**src/rtl/mouse_axis_emu.sv**
```systemverilog
// mouse_axis_emu
//   Emulates an analog joystick from PS/2 mouse packets delivered by hps_io.
//   Mouse deltas are sensitivity-scaled, clamped to +/-STEP_MAX and
//   accumulated into two saturated signed axes. In spring mode the axes
//   decay one LSB toward zero every (DECAY_BASE << decay_rate) cycles.
//   Any real joystick activity (or mode 0) hands the axes back to the
//   real joystick immediately.
//
// Ports
//   clk_sys     system clock, rising edge
//   reset       synchronous, active-high
//   ps2_mouse   hps_io mouse bus: [24] toggle strobe, [23:16] Y data,
//               [15:8] X data, [5]/[4] Y/X sign, [1:0] R/L buttons
//   joy_x/y     real joystick axes (signed)
//   joy_fire    real joystick fire
//   joy_active  real joystick activity, forces pass-through
//   mode        0 off, 1 absolute, 2 spring, 3 behaves as 1
//   sens        sensitivity shift (2 = unity)
//   decay_rate  spring period exponent
//   out_x/y     emulated or passed-through axes (signed, registered)
//   out_fire    emulated or passed-through fire (registered)
//   emu_active  high while the mouse owns the axes
module mouse_axis_emu #(
  parameter int W          = 8,
  parameter int STEP_MAX   = 10,
  parameter int DECAY_BASE = 4096,
  parameter bit INVERT_Y   = 1'b1
) (
  input  logic                clk_sys,
  input  logic                reset,
  input  logic [24:0]         ps2_mouse,
  input  logic signed [W-1:0] joy_x,
  input  logic signed [W-1:0] joy_y,
  input  logic                joy_fire,
  input  logic                joy_active,
  input  logic [1:0]          mode,
  input  logic [1:0]          sens,
  input  logic [3:0]          decay_rate,
  output logic signed [W-1:0] out_x,
  output logic signed [W-1:0] out_y,
  output logic                out_fire,
  output logic                emu_active
);

  typedef enum logic {PASS, EMU} state_t;

  // Counter sized so the terminal count still fits at decay_rate = 15.
  localparam int CW = $clog2(DECAY_BASE) + 16;

  localparam logic signed [11:0]  STEP_HI = 12'(STEP_MAX);
  localparam logic signed [11:0]  STEP_LO = -STEP_HI;
  localparam logic signed [W+1:0] ACC_HI  = (W+2)'((1 <<< (W-1)) - 1);
  localparam logic signed [W+1:0] ACC_LO  = -ACC_HI - (W+2)'(1);

  // Sign-extend the 9-bit delta, scale by 2^sens / 4 with arithmetic
  // shifts (so negative deltas round toward -inf), then clamp.
  function automatic logic signed [11:0] scale_step(input logic [8:0] d,
                                                    input logic [1:0] sh);
    logic signed [11:0] v;
    v = {{3{d[8]}}, d};
    v = (v <<< sh) >>> 2;
    if (v > STEP_HI)
      v = STEP_HI;
    else if (v < STEP_LO)
      v = STEP_LO;
    return v;
  endfunction

  // Add or subtract a step in W+2 bits and saturate back to W bits.
  function automatic logic signed [W-1:0] sat_acc(input logic signed [W-1:0] a,
                                                  input logic signed [11:0]  st,
                                                  input logic                sub);
    logic signed [W+1:0] ae;
    logic signed [W+1:0] se;
    logic signed [W+1:0] sum;
    ae  = (W+2)'(a);
    se  = (W+2)'(st);
    sum = sub ? (ae - se) : (ae + se);
    if (sum > ACC_HI)
      sum = ACC_HI;
    else if (sum < ACC_LO)
      sum = ACC_LO;
    return W'(sum);
  endfunction

  function automatic logic signed [W-1:0] toward_zero(input logic signed [W-1:0] a);
    logic signed [W-1:0] r;
    if (a == '0)
      r = a;
    else if (a[W-1])
      r = a + W'(1);
    else
      r = a - W'(1);
    return r;
  endfunction

  state_t              state;
  state_t              state_n;
  logic signed [W-1:0] acc_x;
  logic signed [W-1:0] acc_y;
  logic signed [W-1:0] acc_x_n;
  logic signed [W-1:0] acc_y_n;
  logic [CW-1:0]       cnt;
  logic [CW-1:0]       cnt_n;
  logic [CW-1:0]       term;
  logic                old_stb;
  logic                pkt;
  logic                spring;
  logic                tick;
  logic [8:0]          dx;
  logic [8:0]          dy;
  logic signed [11:0]  step_x;
  logic signed [11:0]  step_y;
  logic                unused_bits;

  assign unused_bits = ^{ps2_mouse[7:6], ps2_mouse[3:2]};

  assign pkt        = ps2_mouse[24] ^ old_stb;
  assign dx         = {ps2_mouse[4], ps2_mouse[15:8]};
  assign dy         = {ps2_mouse[5], ps2_mouse[23:16]};
  assign step_x     = scale_step(dx, sens);
  assign step_y     = scale_step(dy, sens);
  assign spring     = (mode == 2'd2);
  assign term       = (CW'(DECAY_BASE) << decay_rate) - CW'(1);
  assign emu_active = (state == EMU);

  always_comb begin
    state_n = state;
    acc_x_n = acc_x;
    acc_y_n = acc_y;
    cnt_n   = cnt;
    tick    = 1'b0;
    case (state)
      PASS: begin
        acc_x_n = '0;
        acc_y_n = '0;
        cnt_n   = '0;
        if (pkt && (mode != 2'd0) && !joy_active) begin
          state_n = EMU;
          acc_x_n = sat_acc('0, step_x, 1'b0);
          acc_y_n = sat_acc('0, step_y, INVERT_Y);
        end
      end
      EMU: begin
        if (joy_active || (mode == 2'd0)) begin
          state_n = PASS;
          acc_x_n = '0;
          acc_y_n = '0;
          cnt_n   = '0;
        end else begin
          tick  = spring && (cnt == term);
          cnt_n = (spring && !tick) ? cnt + CW'(1) : '0;
          // A packet on a tick cycle takes the update; the tick is lost.
          if (pkt) begin
            acc_x_n = sat_acc(acc_x, step_x, 1'b0);
            acc_y_n = sat_acc(acc_y, step_y, INVERT_Y);
          end else if (tick) begin
            acc_x_n = toward_zero(acc_x);
            acc_y_n = toward_zero(acc_y);
          end
        end
      end
      default: state_n = PASS;
    endcase
  end

  // Outputs are driven from the already-registered state/acc, so they
  // appear one edge after the update that produced them.
  always_ff @(posedge clk_sys) begin
    if (reset) begin
      state    <= PASS;
      acc_x    <= '0;
      acc_y    <= '0;
      cnt      <= '0;
      old_stb  <= ps2_mouse[24];
      out_x    <= '0;
      out_y    <= '0;
      out_fire <= 1'b0;
    end else begin
      state    <= state_n;
      acc_x    <= acc_x_n;
      acc_y    <= acc_y_n;
      cnt      <= cnt_n;
      old_stb  <= ps2_mouse[24];
      out_x    <= emu_active ? acc_x : joy_x;
      out_y    <= emu_active ? acc_y : joy_y;
      out_fire <= emu_active ? |ps2_mouse[1:0] : joy_fire;
    end
  end

endmodule

```
**config.mk**
```make
export PLATFORM = sky130hd
export DESIGN_NAME = mouse_axis_emu
export DESIGN_NICKNAME = d
export VERILOG_FILES = /design/src/rtl/mouse_axis_emu.sv
export SDC_FILE = /design/constraint.sdc
export NUM_CORES = 1
export LEC_CHECK = 0
export ABC_CLOCK_PERIOD_IN_PS = 6400
export BUFFER_PORTS_ARGS = -buffer_cell sky130_fd_sc_hd__clkbuf_2
export CAP_MARGIN = 20
export CORE_UTILIZATION = 35
export DETAILED_ROUTE_END_ITERATION = 6
export GPL_ROUTABILITY_DRIVEN = 0
export PLACE_DENSITY = 0.62
export SETUP_SLACK_MARGIN = 0.15
export SLEW_MARGIN = 20
export SYNTH_ARGS = -nofsm -noshare
export SYNTH_HDL_FRONTEND = slang
export SYNTH_SLANG_ARGS = --single-unit
```
**constraint.sdc**
```tcl
create_clock -name clk_sys -period 6.4 [get_ports clk_sys]
set_clock_uncertainty 0.1 [all_clocks]
set_input_delay 0.96 -clock clk_sys [delete_from_list [all_inputs] [get_ports clk_sys]]
set_output_delay 0.96 -clock clk_sys [all_outputs]
set_load 0.005 [all_outputs]
```
# Yosys cells after proc, flatten, opt, wreduce, memory -nomap -nowiden
# Cells that the tools add are included.
[op_classes] addsub=9 order_cmp=12 eq_ne=5 n_shift=3 muxes=35 n_bitwise=2 reduce_logical=14
[op_table] op="two-way mux 8 bit" n=22
[op_table] op="two-way mux 28 bit" n=2
[op_table] op="one-hot mux 28 bit (2 select lines)" n=1
[op_table] op="greater-than comparator 10 x 8 -> 1 bit (second input constant)" n=4
[op_table] op="less-than comparator 10 x 8 -> 1 bit (second input constant)" n=4
[op_table] op="two-way mux 10 bit" n=4
[op_table] op="one-hot mux 8 bit (2 select lines)" n=2
[op_table] op="adder 28 x 1 -> 28 bit (second input constant)" n=1
[op_table] op="equality test 28 bit" n=1
[op_table] op="left shift 13 x 4 -> 28 bit (first input constant)" n=1
[op_table] op="subtractor 28 x 2 -> 28 bit (second input constant)" n=1
[op_table] op="<<< shifter 9 x 2 -> 12 bit" n=2
[op_table] op="greater-than comparator 10 x 5 -> 1 bit (second input constant)" n=2
[op_table] op="less-than comparator 10 x 5 -> 1 bit (second input constant)" n=2
[op_table] op="adder 8 x 2 -> 8 bit (second input constant)" n=2
[op_table] op="zero test 8 bit" n=2
[op_table] op="subtractor 8 x 2 -> 8 bit (second input constant)" n=2
[op_table] op="adder 8 x 10 -> 10 bit" n=1
[op_table] op="subtractor 1 x 10 -> 10 bit (first input constant)" n=1
[op_table] op="subtractor 8 x 10 -> 10 bit" n=1
[op_table] op="!= test 4 bit (second input constant)" n=2
[op_table] op="logical AND 1 bit" n=4
[op_table] op="!= test 4 x 1 -> 1 bit (second input constant)" n=1
[op_table] op="AND reduction 2 bit" n=2
[op_table] op="10 further kinds" n=13
[word_totals] ff_bits=63 in_bits=53 word_cells=88

# Depth between registers and ports, before layout
# Gate-level depths: netlist of run 1.
[depth] ltp_word=11 depth_mapped=25 mapped_depth_nobuf=19

# Worst setup path before layout of run 1
# OpenSTA, ideal clock, no wires.
[synth_path] kind="input-to-reg" from="input port sens[1]" to="register acc_y[6]" arrival_time_ns=5.833 setup_slack_ns=0.337 cell_stages=21 path_buffers=5 cell_sequence="buf_2 buf_2 buf_1 buf_1 nor2_1 nor2_1 a21oi_1 o21ba_2 or4_1 ha_1 clkbuf_1 o21ai_0 ha_1 o211a_1 o31ai_1 a31oi_1 or2_2 a2111oi_0 a2111oi_4 o211ai_1 o211ai_1"
[synth_between] elab_chain_cells=11 word_cells_on_any_way=19 classes_between="add/sub: 2; order compare: 6; shift: 1; mux: 10"
[synth_rtl] item="from (decl)" line_no="37" text="input logic [1:0] sens,"
[synth_rtl] item="<<< shifter 9 x 2 -> 12 bit (*)" line_no="61" text="v = (v <<< sh) >>> 2;"
[synth_rtl] item="less-than comparator 10 x 5 -> 1 bit" line_no="64" text="else if (v < STEP_LO)"
[synth_rtl] item="two-way mux 10 bit" line_no="64"
[synth_rtl] item="two-way mux 10 bit (*)" line_no="62" text="if (v > STEP_HI)"
[synth_rtl] item="subtractor 8 x 10 -> 10 bit" line_no="78" text="sum = sub ? (ae - se) : (ae + se);"
[synth_rtl] item="less-than comparator 10 x 8 -> 1 bit" line_no="81" text="else if (sum < ACC_LO)"
[synth_rtl] item="two-way mux 8 bit" line_no="81"
[synth_rtl] item="two-way mux 8 bit" line_no="79" text="if (sum > ACC_HI)"
[synth_rtl] item="two-way mux 8 bit" line_no="154" text="if (pkt) begin"
[synth_rtl] item="two-way mux 8 bit" line_no="145" text="if (joy_active || (mode == 2'd0)) begin"
[synth_rtl] item="one-hot mux 8 bit (2 select lines) (*)" line_no="133" text="case (state)"
[synth_rtl] item="to (signal assigned)" line_no="182" text="acc_y <= acc_y_n;"
[synth_rtl] item="to (decl)" line_no="100" text="logic signed [W-1:0] acc_y;"
# Every way passes the cells marked *; elsewhere a longest branch is shown, timed or not.
# A chain may end at the register's enable or synchronous reset.

# Worst setup path in the final report of run 1
[layout_path] from="input port sens[0]" to="register acc_y[1]"
# Same word-level chain as after synthesis.

==> impl_summary.log, run 1 <==
[metrics] result of the run: completed
[metrics] pin count of the biggest net entering global routing: 35
[metrics] CTS Buf Count: 9
[metrics] initial antenna violation count: 0
[metrics] Std-Cell Rows: 48
[metrics] PostCTS Resize Cnt: 0
[metrics] depth of the most critical reg-to-reg path: 11
[metrics] total standard cell area after synthesis: 6330 sq um
[metrics] via total after detailed routing: 6,102
[metrics] total wire length after detailed routing: 16,400 um
[metrics] register bit total from synthesis: 63
[metrics] post-layout worst setup margin: 0.653 ns
[metrics] Die X-Extent: 136 um
[metrics] clock network latency to the later pin of the worst-skew pair: 0.34 ns
[metrics] share of post-route cells with drive strength above 1: 13.3%
[metrics] Total Neg Setup Slack: 0 ns
[metrics] Max IR drop VDD: 0.163 mV
[metrics] setup repair after global routing missed its margin: no
[metrics] clock slew seen by the registers of the worst setup and hold paths: 0.05 ns
[metrics] standby leakage power: 2.80 nW
[metrics] footprint of the multi-input gates: 4750 sq um
[metrics] placed cell area: 6870 sq um
[metrics] category of the critical setup timing path: in2reg
[metrics] TritonCTS Sinks: 63
[metrics] min Tclk post-route: 5.75 ns
[metrics] global-route wire length before repair: 27,100 um
[metrics] depth of the worst hold-timing path: 1
[metrics] Initial Util: 36.2%
[metrics] WP data arrival: 5.90 ns
[metrics] Syn Inst Count: 824
[metrics] Main synth FF type: sky130_fd_sc_hd__dfxtp_1
[metrics] Detailed Route Iter0 Violations: 464
[metrics] residual overflow from global routing: 0
[metrics] max-cap violations: 0
[metrics] Final Hold Vio Count: 0
[metrics] Die Footprint: 18,600 sq um
[metrics] number of synthesized flops with an enable pin: 0
[metrics] TritonCTS clock tree: yes
[metrics] Reg-to-Reg End: acc_x[4]
[metrics] Worst Max-Slew Pin Slew: 0.964 ns
[metrics] gr usage total: 18.1%
[metrics] clk buf depth: 2
[metrics] number of buffers inserted by post-CTS setup repair: 0
[metrics] largest fanout on the critical path: 23
[metrics] worst rel slew slack: 35.6%
[metrics] internal reg-to-reg setup slack: 3.13 ns
[metrics] ant diodes: 0
[metrics] number of nets in the final layout: 971
[metrics] count of unique library cells instantiated by Yosys: 74
[metrics] placeable core area: 17,500 sq um
[metrics] Die Ht: 136 um
[metrics] count of buffers inserted at the top-level ports: 66
[metrics] type of origin of the critical path: input pin
[metrics] maximum achievable frequency: 174 MHz
[metrics] summed area of non-filler cells in the final layout: 7180 sq um
[metrics] Finish-stage setup viols: 0
[metrics] beginning of the worst register-to-register path: acc_x[0]
[metrics] detailed-route vias per instance: 5.53
[metrics] Detail Route Antenna Nets: 0
[metrics] launch point of the critical path: sens[0]
[metrics] number of global-route vias before repair: 5,563
[metrics] number of top-level design ports: 71
[metrics] proportion of synthesized chip area in sequential cells: 19.9%
[metrics] Required @ worst endpoint: 6.55 ns
[metrics] destination of the worst hold path: cnt[0]
[metrics] power density relative to cell area: 183 nW/um^2
[metrics] depth of the CTS H-tree: 3
[metrics] growth of design area from synthesis to finish: 13.4%
[metrics] detailed placer's ending HPWL: 12,700 um
[metrics] min-delay worst type: reg2reg
[metrics] Fin Hold WS: 0.348 ns
[metrics] Sequential cell area: 1260 sq um
[metrics] total DRC errors in the routed layout: 0
[metrics] CP endpoint kind: flop
[metrics] Yosys warning count: 0
[metrics] Fill cells: 1,799
[metrics] Root Buffer: sky130_fd_sc_hd__clkbuf_16
[metrics] Hold-fix buffers, CTS: 0
[metrics] number of max-slew violations in the final report: 0
[metrics] detailed-router iteration count before antenna repair: 5
[metrics] routed wirelength normalized by instance count: 14.9 um
[metrics] Synth Area per Inst: 7.68 sq um
[metrics] fraction of registers with async set/reset: 0%
[metrics] Final period util: 89.8%
[metrics] Worst Min Path Start: cnt[0]
[metrics] placement-stage worst setup slack: 0.310 ns
[metrics] number of nets in the synthesized netlist: 920
[per-stage QoR]
step | total power [W] | utilization, % | cells
finish | 0.00131 | 41.1 | 1104
detailed placement | 0.000828 | 39.3 | 1088
CTS | 0.00132 | 41.0 | 1103
global route | 0.00139 | 41.1 | 1104
global placement | 0.000824 | 39.3 | 1088
floorplan | 0.000722 | - | 824
[critical path, cell delays in order]
cell and delay, ns:
sky130_fd_sc_hd__clkbuf_2 0.13, sky130_fd_sc_hd__buf_4 0.29, sky130_fd_sc_hd__mux4_1 0.71, sky130_fd_sc_hd__a2111oi_0 0.50
sky130_fd_sc_hd__buf_4 0.21, sky130_fd_sc_hd__a21o_1 0.28, sky130_fd_sc_hd__o21ai_0 0.23, sky130_fd_sc_hd__ha_1 0.38
sky130_fd_sc_hd__o211a_1 0.15, sky130_fd_sc_hd__o31ai_1 0.08, sky130_fd_sc_hd__a31oi_1 0.59, sky130_fd_sc_hd__mux2i_1 0.26
sky130_fd_sc_hd__o221ai_1 0.20, sky130_fd_sc_hd__a2111oi_4 0.59, sky130_fd_sc_hd__nor2_1 0.12, sky130_fd_sc_hd__o221ai_1 0.20
[synth_stat cells, types with 12 or more instances]
| master | count | share of area, % |
|---|---|---|
| sky130_fd_sc_hd__nor3_1 | 20 | 1.6 |
| sky130_fd_sc_hd__a21o_1 | 15 | 1.8 |
| sky130_fd_sc_hd__nand2_1 | 43 | 2.6 |
| sky130_fd_sc_hd__nor2_1 | 117 | 6.9 |
| sky130_fd_sc_hd__nor2b_1 | 13 | 1.3 |
| sky130_fd_sc_hd__xnor2_1 | 30 | 4.2 |
| sky130_fd_sc_hd__inv_1 | 44 | 2.6 |
| sky130_fd_sc_hd__o211ai_1 | 16 | 1.9 |
| sky130_fd_sc_hd__o21ai_0 | 41 | 3.2 |
| sky130_fd_sc_hd__xor2_1 | 23 | 3.2 |
| sky130_fd_sc_hd__nand3_1 | 27 | 2.1 |
| sky130_fd_sc_hd__nand4_1 | 12 | 1.2 |
| sky130_fd_sc_hd__mux2i_1 | 22 | 3.5 |
| sky130_fd_sc_hd__a211oi_1 | 21 | 2.5 |
| sky130_fd_sc_hd__dfxtp_1 | 63 | 20 |
| sky130_fd_sc_hd__a21oi_1 | 65 | 5.1 |
| sky130_fd_sc_hd__clkbuf_1 | 26 | 1.5 |
| sky130_fd_sc_hd__ha_1 | 39 | 7.7 |
[state kept, by name, indices dropped and copies added, names as in the netlist]
name        count
acc_x           8
acc_y           8
cnt            28
emu_active      1
old_stb         1
out_fire        1
out_x           8
out_y           8
[routing by layer]
| layer | vias up | part of all wire (%) | global-route usage, % | routed length (um) |
|---|---|---|---|---|
| li1 | 3177 | - | - | - |
| met1 | 2759 | 52 | 26.5 | 8550 |
| met2 | 153 | 42 | 27.4 | 6900 |
| met3 | 13 | 4.7 | 2.54 | 772 |
| met4 | 0 | 1.1 | 4.88 | 183 |
| met5 | - | 0 | 0 | 0 |
[area by class of cell]
| type | instances | share of cell area (%) |
|---|---|---|
| clock buffers | 12 | 3.57 |
| well taps | 225 | 3.92 |
| clock inverters | 3 | 0.593 |
| repair buffers | 78 | 5.91 |
| flip-flops and latches | 63 | 17.6 |
| multi-input cells | 679 | 66.1 |
| inverters | 44 | 2.30 |
[report_power, final]
part,internal (W),leakage [nW],switching (W)
Clock,0.000319,0.145,0.000170
Combinational,0.000166,2.14,0.000237
Sequential,0.000406,0.514,0.0000142
Total,0.000892,2.80,0.000421
[cells in the final DEF, fill, tap and decap left out, types with 11 or more instances in the layout]
cell / count
sky130_fd_sc_hd__a211oi_1: 21
sky130_fd_sc_hd__a21o_1: 15
sky130_fd_sc_hd__a21oi_1: 65
sky130_fd_sc_hd__a31oi_1: 11
sky130_fd_sc_hd__and3_1: 11
sky130_fd_sc_hd__buf_4: 11
sky130_fd_sc_hd__clkbuf_2: 66
sky130_fd_sc_hd__dfxtp_1: 63
sky130_fd_sc_hd__ha_1: 39
sky130_fd_sc_hd__inv_1: 44
sky130_fd_sc_hd__mux2i_1: 22
sky130_fd_sc_hd__nand2_1: 43
sky130_fd_sc_hd__nand3_1: 27
sky130_fd_sc_hd__nand4_1: 12
sky130_fd_sc_hd__nor2_1: 117
sky130_fd_sc_hd__nor2b_1: 13
sky130_fd_sc_hd__nor3_1: 20
sky130_fd_sc_hd__o211ai_1: 16
sky130_fd_sc_hd__o21ai_0: 41
sky130_fd_sc_hd__xnor2_1: 30
sky130_fd_sc_hd__xor2_1: 23
[cell families (layout without fill, tap and decap cells)]
logic type	count (synthesis)	after routing	share of synthesized area [%]
fa+ha+maj	43	43	8.98
mux	34	34	7.87
simple gates	296	296	23.1
buf+inv	82	137	5.06
xor+xnor	54	54	7.59
compound gates	252	252	27.5
flops	63	63	19.9
[worst max-delay path by stage]
stage                           to  slack, ns  cells after the start
after floorplan           acc_y[6]       0.34                     21
after global placement    acc_y[1]       0.40                     19
after detailed placement  acc_y[0]       0.31                     16
after CTS                 acc_y[1]       0.65                     16
after global routing      acc_y[1]       0.29                     16
final                     acc_y[1]       0.65                     16
No activity file was read; power rests on OpenSTA's default activity.
==> run 2: changes to the inputs <==
--- a/config.mk
+++ b/config.mk
@@ -11,2 +11,3 @@
 export CORE_UTILIZATION = 35
+export CTS_CLUSTER_DIAMETER = 100
 export DETAILED_ROUTE_END_ITERATION = 6
==> constraint.sdc (replaced) <==
create_clock -name clk_sys -period 6.4 [get_ports clk_sys]
set_clock_uncertainty 0.1 [all_clocks]
set_input_delay 0.64 -clock clk_sys [delete_from_list [all_inputs] [get_ports clk_sys]]
set_output_delay 0.64 -clock clk_sys [all_outputs]
set_load 0.005 [all_outputs]
==> run 2 against run 1 <==
Against the previous run: critical path depth up 1; global-route usage up 0.19 points; sequential power about the same; setup slack better by 0.24 ns; combinational power about the same; count of clock-buffer cells in the layout down 1; register-to-register slack about the same; flip-flop and latch count unchanged; fmax up 4.3%; non-clock buffer count down 3.
==> impl_summary.log, run 2 (synthesis gave the netlist of run 1 again) <==
[metrics] result of the run: completed
[metrics] global-route wire length before repair: 27,400 um
[metrics] setup repair after global routing missed its margin: no
[metrics] CP endpoint kind: flop
[metrics] min-delay worst type: in2reg
[metrics] total wire length after detailed routing: 16,500 um
[metrics] gr usage total: 18.3%
[metrics] Detailed Route Iter0 Violations: 426
[metrics] flip-flop count of the largest register, all copies and words added: 28
[metrics] maximum achievable frequency: 181 MHz
[metrics] Hold-fix buffers, CTS: 0
[metrics] min Tclk post-route: 5.51 ns
[metrics] depth of the CTS H-tree: 3
[metrics] WP data arrival: 5.66 ns
[metrics] detailed-router iteration count before antenna repair: 5
[metrics] worst rel slew slack: 30.4%
[metrics] Detail Route Antenna Nets: 0
[metrics] Root Buffer: sky130_fd_sc_hd__clkbuf_16
[metrics] Total Neg Setup Slack: 0 ns
[metrics] Biggest register: cnt
[metrics] clock network latency to the later pin of the worst-skew pair: 0.33 ns
[metrics] Finish-stage setup viols: 0
[metrics] count of buffers inserted at the top-level ports: 66
[metrics] pin count of the biggest net entering global routing: 35
[metrics] Fill cells: 1,757
[metrics] via total after detailed routing: 6,224
[metrics] most frequent cells in the layout: 117 x sky130_fd_sc_hd__nor2_1, 66 x sky130_fd_sc_hd__clkbuf_2, 65 x sky130_fd_sc_hd__a21oi_1, 63 x sky130_fd_sc_hd__dfxtp_1, 44 x sky130_fd_sc_hd__inv_1
[metrics] number of top-level design ports: 71
[metrics] Sequential cell area: 1260 sq um
[metrics] growth of design area from synthesis to finish: 14.2%
[metrics] Worst Max-Slew Pin Slew: 1.04 ns
[metrics] TritonCTS clock tree: yes
[metrics] detailed placer's ending HPWL: 12,600 um
[metrics] routed wirelength normalized by instance count: 15.0 um
[metrics] summed area of non-filler cells in the final layout: 7220 sq um
[metrics] overall power: 0.00143 W
[metrics] initial antenna violation count: 0
[metrics] Fin Hold WS: 0.355 ns
[metrics] max-cap violations: 0
[metrics] placeable core area: 17,500 sq um
[metrics] Die Ht: 136 um
[metrics] Std-Cell Rows: 48
[metrics] Initial Util: 36.2%
[metrics] CTS Buf Count: 9
[metrics] total DRC errors in the routed layout: 0
[metrics] number of nets in the final layout: 968
[metrics] share of post-route cells with drive strength above 1: 13.1%
[metrics] leading cell type in the layout, fill and taps excluded: sky130_fd_sc_hd__nor2_1
[metrics] clk buf depth: 2
[metrics] number of buffers inserted by post-CTS setup repair: 0
[metrics] power density relative to cell area: 198 nW/um^2
[metrics] number of max-slew violations in the final report: 0
[metrics] Final Hold Vio Count: 0
[metrics] Die X-Extent: 136 um
[metrics] largest fanout on the critical path: 21
[metrics] depth of the worst hold-timing path: 1
[metrics] ant diodes: 0
[metrics] footprint of the multi-input gates: 4750 sq um
[metrics] number of global-route vias before repair: 5,565
[metrics] Die Footprint: 18,600 sq um
[metrics] depth of the most critical reg-to-reg path: 11
[metrics] TritonCTS Sinks: 63
[metrics] type of origin of the critical path: input pin
[metrics] Final period util: 86.1%
[metrics] standby leakage power: 2.82 nW
[metrics] Required @ worst endpoint: 6.55 ns
[metrics] detailed-route vias per instance: 5.65
[metrics] category of the critical setup timing path: in2reg
[metrics] PostCTS Resize Cnt: 0
[metrics] Max IR drop VDD: 0.175 mV
[metrics] placed cell area: 6850 sq um
[metrics] residual overflow from global routing: 0
[metrics] clock slew seen by the registers of the worst setup and hold paths: 0.05 ns
## run 2: cell types whose count changed in the layout (fill, tap and decap cells not counted)
cell	before	now
sky130_fd_sc_hd__bufinv_16	1	4
sky130_fd_sc_hd__clkinv_4	0	1
sky130_fd_sc_hd__clkbuf_8	2	1
sky130_fd_sc_hd__clkinvlp_4	1	0
sky130_fd_sc_hd__clkinv_2	1	0
sky130_fd_sc_hd__buf_4	11	9
sky130_fd_sc_hd__buf_6	1	0
## run 2: where the power goes
part,internal (W),switching (W)
clock network,0.000431,0.000178
logic,0.000165,0.000238
registers,0.000406,0.0000144
total,0.00100,0.000430
## run 2: worst max-delay path, cell delays in order
cell	delay, ns
sky130_fd_sc_hd__clkbuf_2	0.27
sky130_fd_sc_hd__mux4_1	0.55
sky130_fd_sc_hd__inv_1	0.07
sky130_fd_sc_hd__o21ba_2	0.21
sky130_fd_sc_hd__or4_1	0.46
sky130_fd_sc_hd__ha_1	0.52
sky130_fd_sc_hd__inv_1	0.18
sky130_fd_sc_hd__and3_1	0.24
sky130_fd_sc_hd__ha_1	0.28
sky130_fd_sc_hd__nor2b_1	0.16
sky130_fd_sc_hd__o31ai_1	0.11
sky130_fd_sc_hd__a31oi_1	0.60
sky130_fd_sc_hd__mux2i_1	0.28
sky130_fd_sc_hd__o221ai_1	0.19
sky130_fd_sc_hd__a2111oi_4	0.59
sky130_fd_sc_hd__nor2_1	0.12
sky130_fd_sc_hd__o221ai_1	0.20
## run 2: stage by stage
step	util [%]	worst slack, ns	cells
3_3_place_gp	39.2	0.569	1086
4_1_cts	41.3	0.900	1102
6_report	41.3	0.890	1102
5_1_grt	41.3	0.552	1102
2_1_floorplan	-	0.657	824
3_5_place_dp	39.2	0.536	1086
## run 2: path summary, 6_finish.rpt
| check | startpoint | endpoint | slack [ns] |
|---|---|---|---|
| setup / recovery | sens[0] | acc_y[1] | 0.89 |
| hold / removal | ps2_mouse[24] | old_stb | 0.35 |
| setup reg to reg | acc_x[0] | acc_x[4] | 3.14 |
| hold reg to reg | cnt[0] | cnt[0] | 0.36 |
## run 2: layout make-up
| type | count | area share, % |
|---|---|---|
| Timing Repair Buffer | 75 | 5.51 |
| Clock buffer | 11 | 3.36 |
| Sequential cell | 63 | 17.5 |
| Inverter | 44 | 2.29 |
| Tap cell | 225 | 3.90 |
| Multi-Input combinational cell | 679 | 65.7 |
| Clock inverter | 5 | 1.78 |
## run 2: metal layers
layer  wire (um)  global-route usage [%]  vias up  part of all wire, %
li1            -                       -     3173                    -
met1        8540                    26.5     2892                   52
met2        7100                    28.1      150                   43
met3         712                    2.72        9                  4.3
met4         158                    4.38        0                 0.96
met5           0                       0        -                    0
==> run 3: changes to the inputs <==
Settings changed: CTS_BUF_LIST set to sky130_fd_sc_hd__clkbuf_16, GPL_TIMING_DRIVEN set to 0.
==> run 3 against run 2 <==
Against the previous run: global-route usage up 0.93 points; final area increased by 0.17%; total power shrank 11%; critical path type unchanged; largest cell class unchanged.
==> impl_summary.log, run 3 (synthesis gave the netlist of run 1 again) <==
[metrics] routed wirelength normalized by instance count: 15.5 um
[metrics] Initial Util: 36.2%
[metrics] flip-flop count of the largest register, all copies and words added: 28
[metrics] net switching power: 0.000442 W
[metrics] initial antenna violation count: 0
[metrics] Finish-stage setup viols: 0
[metrics] post-layout worst setup margin: 0.580 ns
[metrics] detailed-router iteration count before antenna repair: 6
[metrics] Fill cells: 1,815
[metrics] clock slew seen by the registers of the worst setup and hold paths: 0.05 ns
[metrics] maximum achievable frequency: 172 MHz
[metrics] WP data arrival: 5.93 ns
[metrics] growth of design area from synthesis to finish: 14.4%
[metrics] worst rel slew slack: 41.4%
[metrics] ant diodes: 0
[metrics] CP endpoint kind: flop
[metrics] fraction of power consumed by sequential logic: 33.0%
[metrics] Biggest register: cnt
[metrics] most frequent cells in the layout: 117 x sky130_fd_sc_hd__nor2_1, 66 x sky130_fd_sc_hd__clkbuf_2, 65 x sky130_fd_sc_hd__a21oi_1, 63 x sky130_fd_sc_hd__dfxtp_1, 46 x sky130_fd_sc_hd__inv_1
[metrics] via total after detailed routing: 6,356
[metrics] gr usage total: 19.2%
[metrics] TritonCTS clock tree: yes
[metrics] Std-Cell Rows: 48
[metrics] leading cell type in the layout, fill and taps excluded: sky130_fd_sc_hd__nor2_1
[metrics] power density relative to cell area: 176 nW/um^2
[metrics] final core area utilization: 41.4%
[metrics] total wire length after detailed routing: 17,500 um
[metrics] clk buf depth: 2
[metrics] Die X-Extent: 136 um
[metrics] switching share of power: 34.7%
[metrics] Comb power frac: 32.5%
[metrics] pin count of the biggest net entering global routing: 12
[metrics] clock network latency to the later pin of the worst-skew pair: 0.33 ns
[metrics] max-cap violations: 0
[metrics] TritonCTS Sinks: 63
[metrics] result of the run: completed
[metrics] Detail Route Antenna Nets: 0
[metrics] detailed placer's ending HPWL: 13,600 um
[metrics] placed cell area: 6920 sq um
[metrics] clock power share: 34.5%
[metrics] Fin Hold WS: 0.350 ns
[metrics] number of global-route vias before repair: 5,647
[metrics] placeable core area: 17,500 sq um
[metrics] number of nets in the final layout: 994
[metrics] share of post-route cells with drive strength above 1: 13.0%
[metrics] Final Hold Vio Count: 0
[metrics] Die Ht: 136 um
[metrics] Pint: 0.000831 W
[metrics] total DRC errors in the routed layout: 0
[metrics] Worst path slowest cell: sky130_fd_sc_hd__or4_1
[metrics] residual overflow from global routing: 0
[metrics] number of top-level design ports: 71
[metrics] Required @ worst endpoint: 6.51 ns
[metrics] Root Buffer: sky130_fd_sc_hd__clkbuf_16
[metrics] min Tclk post-route: 5.82 ns
[metrics] Detailed Route Iter0 Violations: 399
[metrics] type of origin of the critical path: input pin
[metrics] Hold-fix buffers, CTS: 0
[metrics] Final period util: 90.9%
[metrics] placement-stage worst setup slack: -0.399 ns
[metrics] min-delay worst type: reg2reg
[metrics] setup repair after global routing missed its margin: no
[metrics] global-route wire length before repair: 28,800 um
[metrics] number of max-slew violations in the final report: 0
[metrics] Max IR drop VDD: 0.185 mV
[metrics] depth of the CTS H-tree: 3
[metrics] cell chain of the critical path: clkbuf_2 -> buf_2 -> buf_2 -> buf_2 -> clkbuf_2 -> nor2_1 -> nor2_1 -> a21oi_1 -> o21ba_2 -> or4_1 -> ha_1 -> clkbuf_2 -> nor2_1 -> o211ai_1 -> ha_1 -> inv_1 -> or4_1 -> nor4_1 -> mux2_2 -> o21ai_0 -> a21oi_1 -> a211oi_1 -> o211ai_1
[metrics] summed area of non-filler cells in the final layout: 7240 sq um
[metrics] largest fanout on the critical path: 10
[metrics] standby leakage power: 2.80 nW
[metrics] category of the critical setup timing path: in2reg
[metrics] Die Footprint: 18,600 sq um
[metrics] detailed-route vias per instance: 5.63
[metrics] count of buffers inserted at the top-level ports: 62
[metrics] maximum cell stage delay along the critical path: 0.58 ns
[metrics] Worst Max-Slew Pin Slew: 0.877 ns
[metrics] CTS Buf Count: 9
## run 3: cell types whose count changed in the layout (fill, tap and decap cells not counted), moves of 2 or more
cell                         previous run  this run
sky130_fd_sc_hd__a2111oi_0              3         1
sky130_fd_sc_hd__buf_1                  0         4
sky130_fd_sc_hd__buf_2                  0         5
sky130_fd_sc_hd__buf_4                  9         1
sky130_fd_sc_hd__bufinv_16              4         0
sky130_fd_sc_hd__clkbuf_1               1        24
sky130_fd_sc_hd__clkinvlp_4             0         3
sky130_fd_sc_hd__inv_1                 44        46
## run 3: path summary, 6_finish.rpt
path,from,end,slack [ns],cells past startpoint
worst max-delay path,sens[1],acc_y[6],0.58,23
worst min-delay path,cnt[0],cnt[0],0.35,1
worst max register to register,cnt[0],acc_y[6],3.11,10
worst min register to register,cnt[0],cnt[0],0.35,1
## run 3: layout make-up
type | instances | area (sq um) | share of cell area, %
Sequential cell | 63 | 1260 | 17.4
Tap cell | 225 | 282 | 3.89
Buffer | 38 | 161 | 2.23
Clock buffer | 9 | 225 | 3.11
Timing Repair Buffer | 63 | 318 | 4.39
Inverter | 44 | 165 | 2.28
Multi-Input combinational cell | 679 | 4780 | 66.1
Clock inverter | 7 | 42.5 | 0.588
## run 3: through the flow
| stage | TNS (ns) | std cells | total power [W] |
|---|---|---|---|
| CTS | 0 | 1127 | 0.00127 |
| global placement | -2.78 | 1111 | 0.000826 |
| floorplan | 0 | 824 | 0.000722 |
| detailed placement | -3.16 | 1111 | 0.000830 |
| finish | 0 | 1128 | 0.00127 |
| global route | 0 | 1128 | 0.00135 |
## run 3: power by group through the flow
stage | clock, W | sequential (W) | combinational (W)
floorplan | 0 | 0.000424 | 0.000298
global placement | 0 | 0.000429 | 0.000398
detailed placement | 0 | 0.000429 | 0.000401
CTS | 0.000445 | 0.000420 | 0.000405
global route | 0.000466 | 0.000422 | 0.000460
finish | 0.000439 | 0.000420 | 0.000414
## run 3: repair_timing
action	CTS	global route
pin swaps	0	3
resized for setup	3	11
endpoints found under the setup margin	8	15
buffers inserted	0	1
## run 3: layer usage
layer | track usage (%) | part of all wire (%) | routed length [um] | vias to the layer above
li1 | - | - | - | 3222
met1 | 29.0 | 52 | 9120 | 2941
met2 | 28.8 | 42 | 7380 | 178
met3 | 2.31 | 4.6 | 806 | 15
met4 | 4.07 | 1.1 | 189 | 0
met5 | 0 | 0 | 0 | -
## run 3: critical path, delay by kind of cell
kind,cells,cell delay [ns]
and+or+nand+nor,6,1.53
muxes,1,0.39
adders and majority gates,2,0.58
buffers and inverters,7,1.45
AOI/OAI and AO/OA,7,1.34
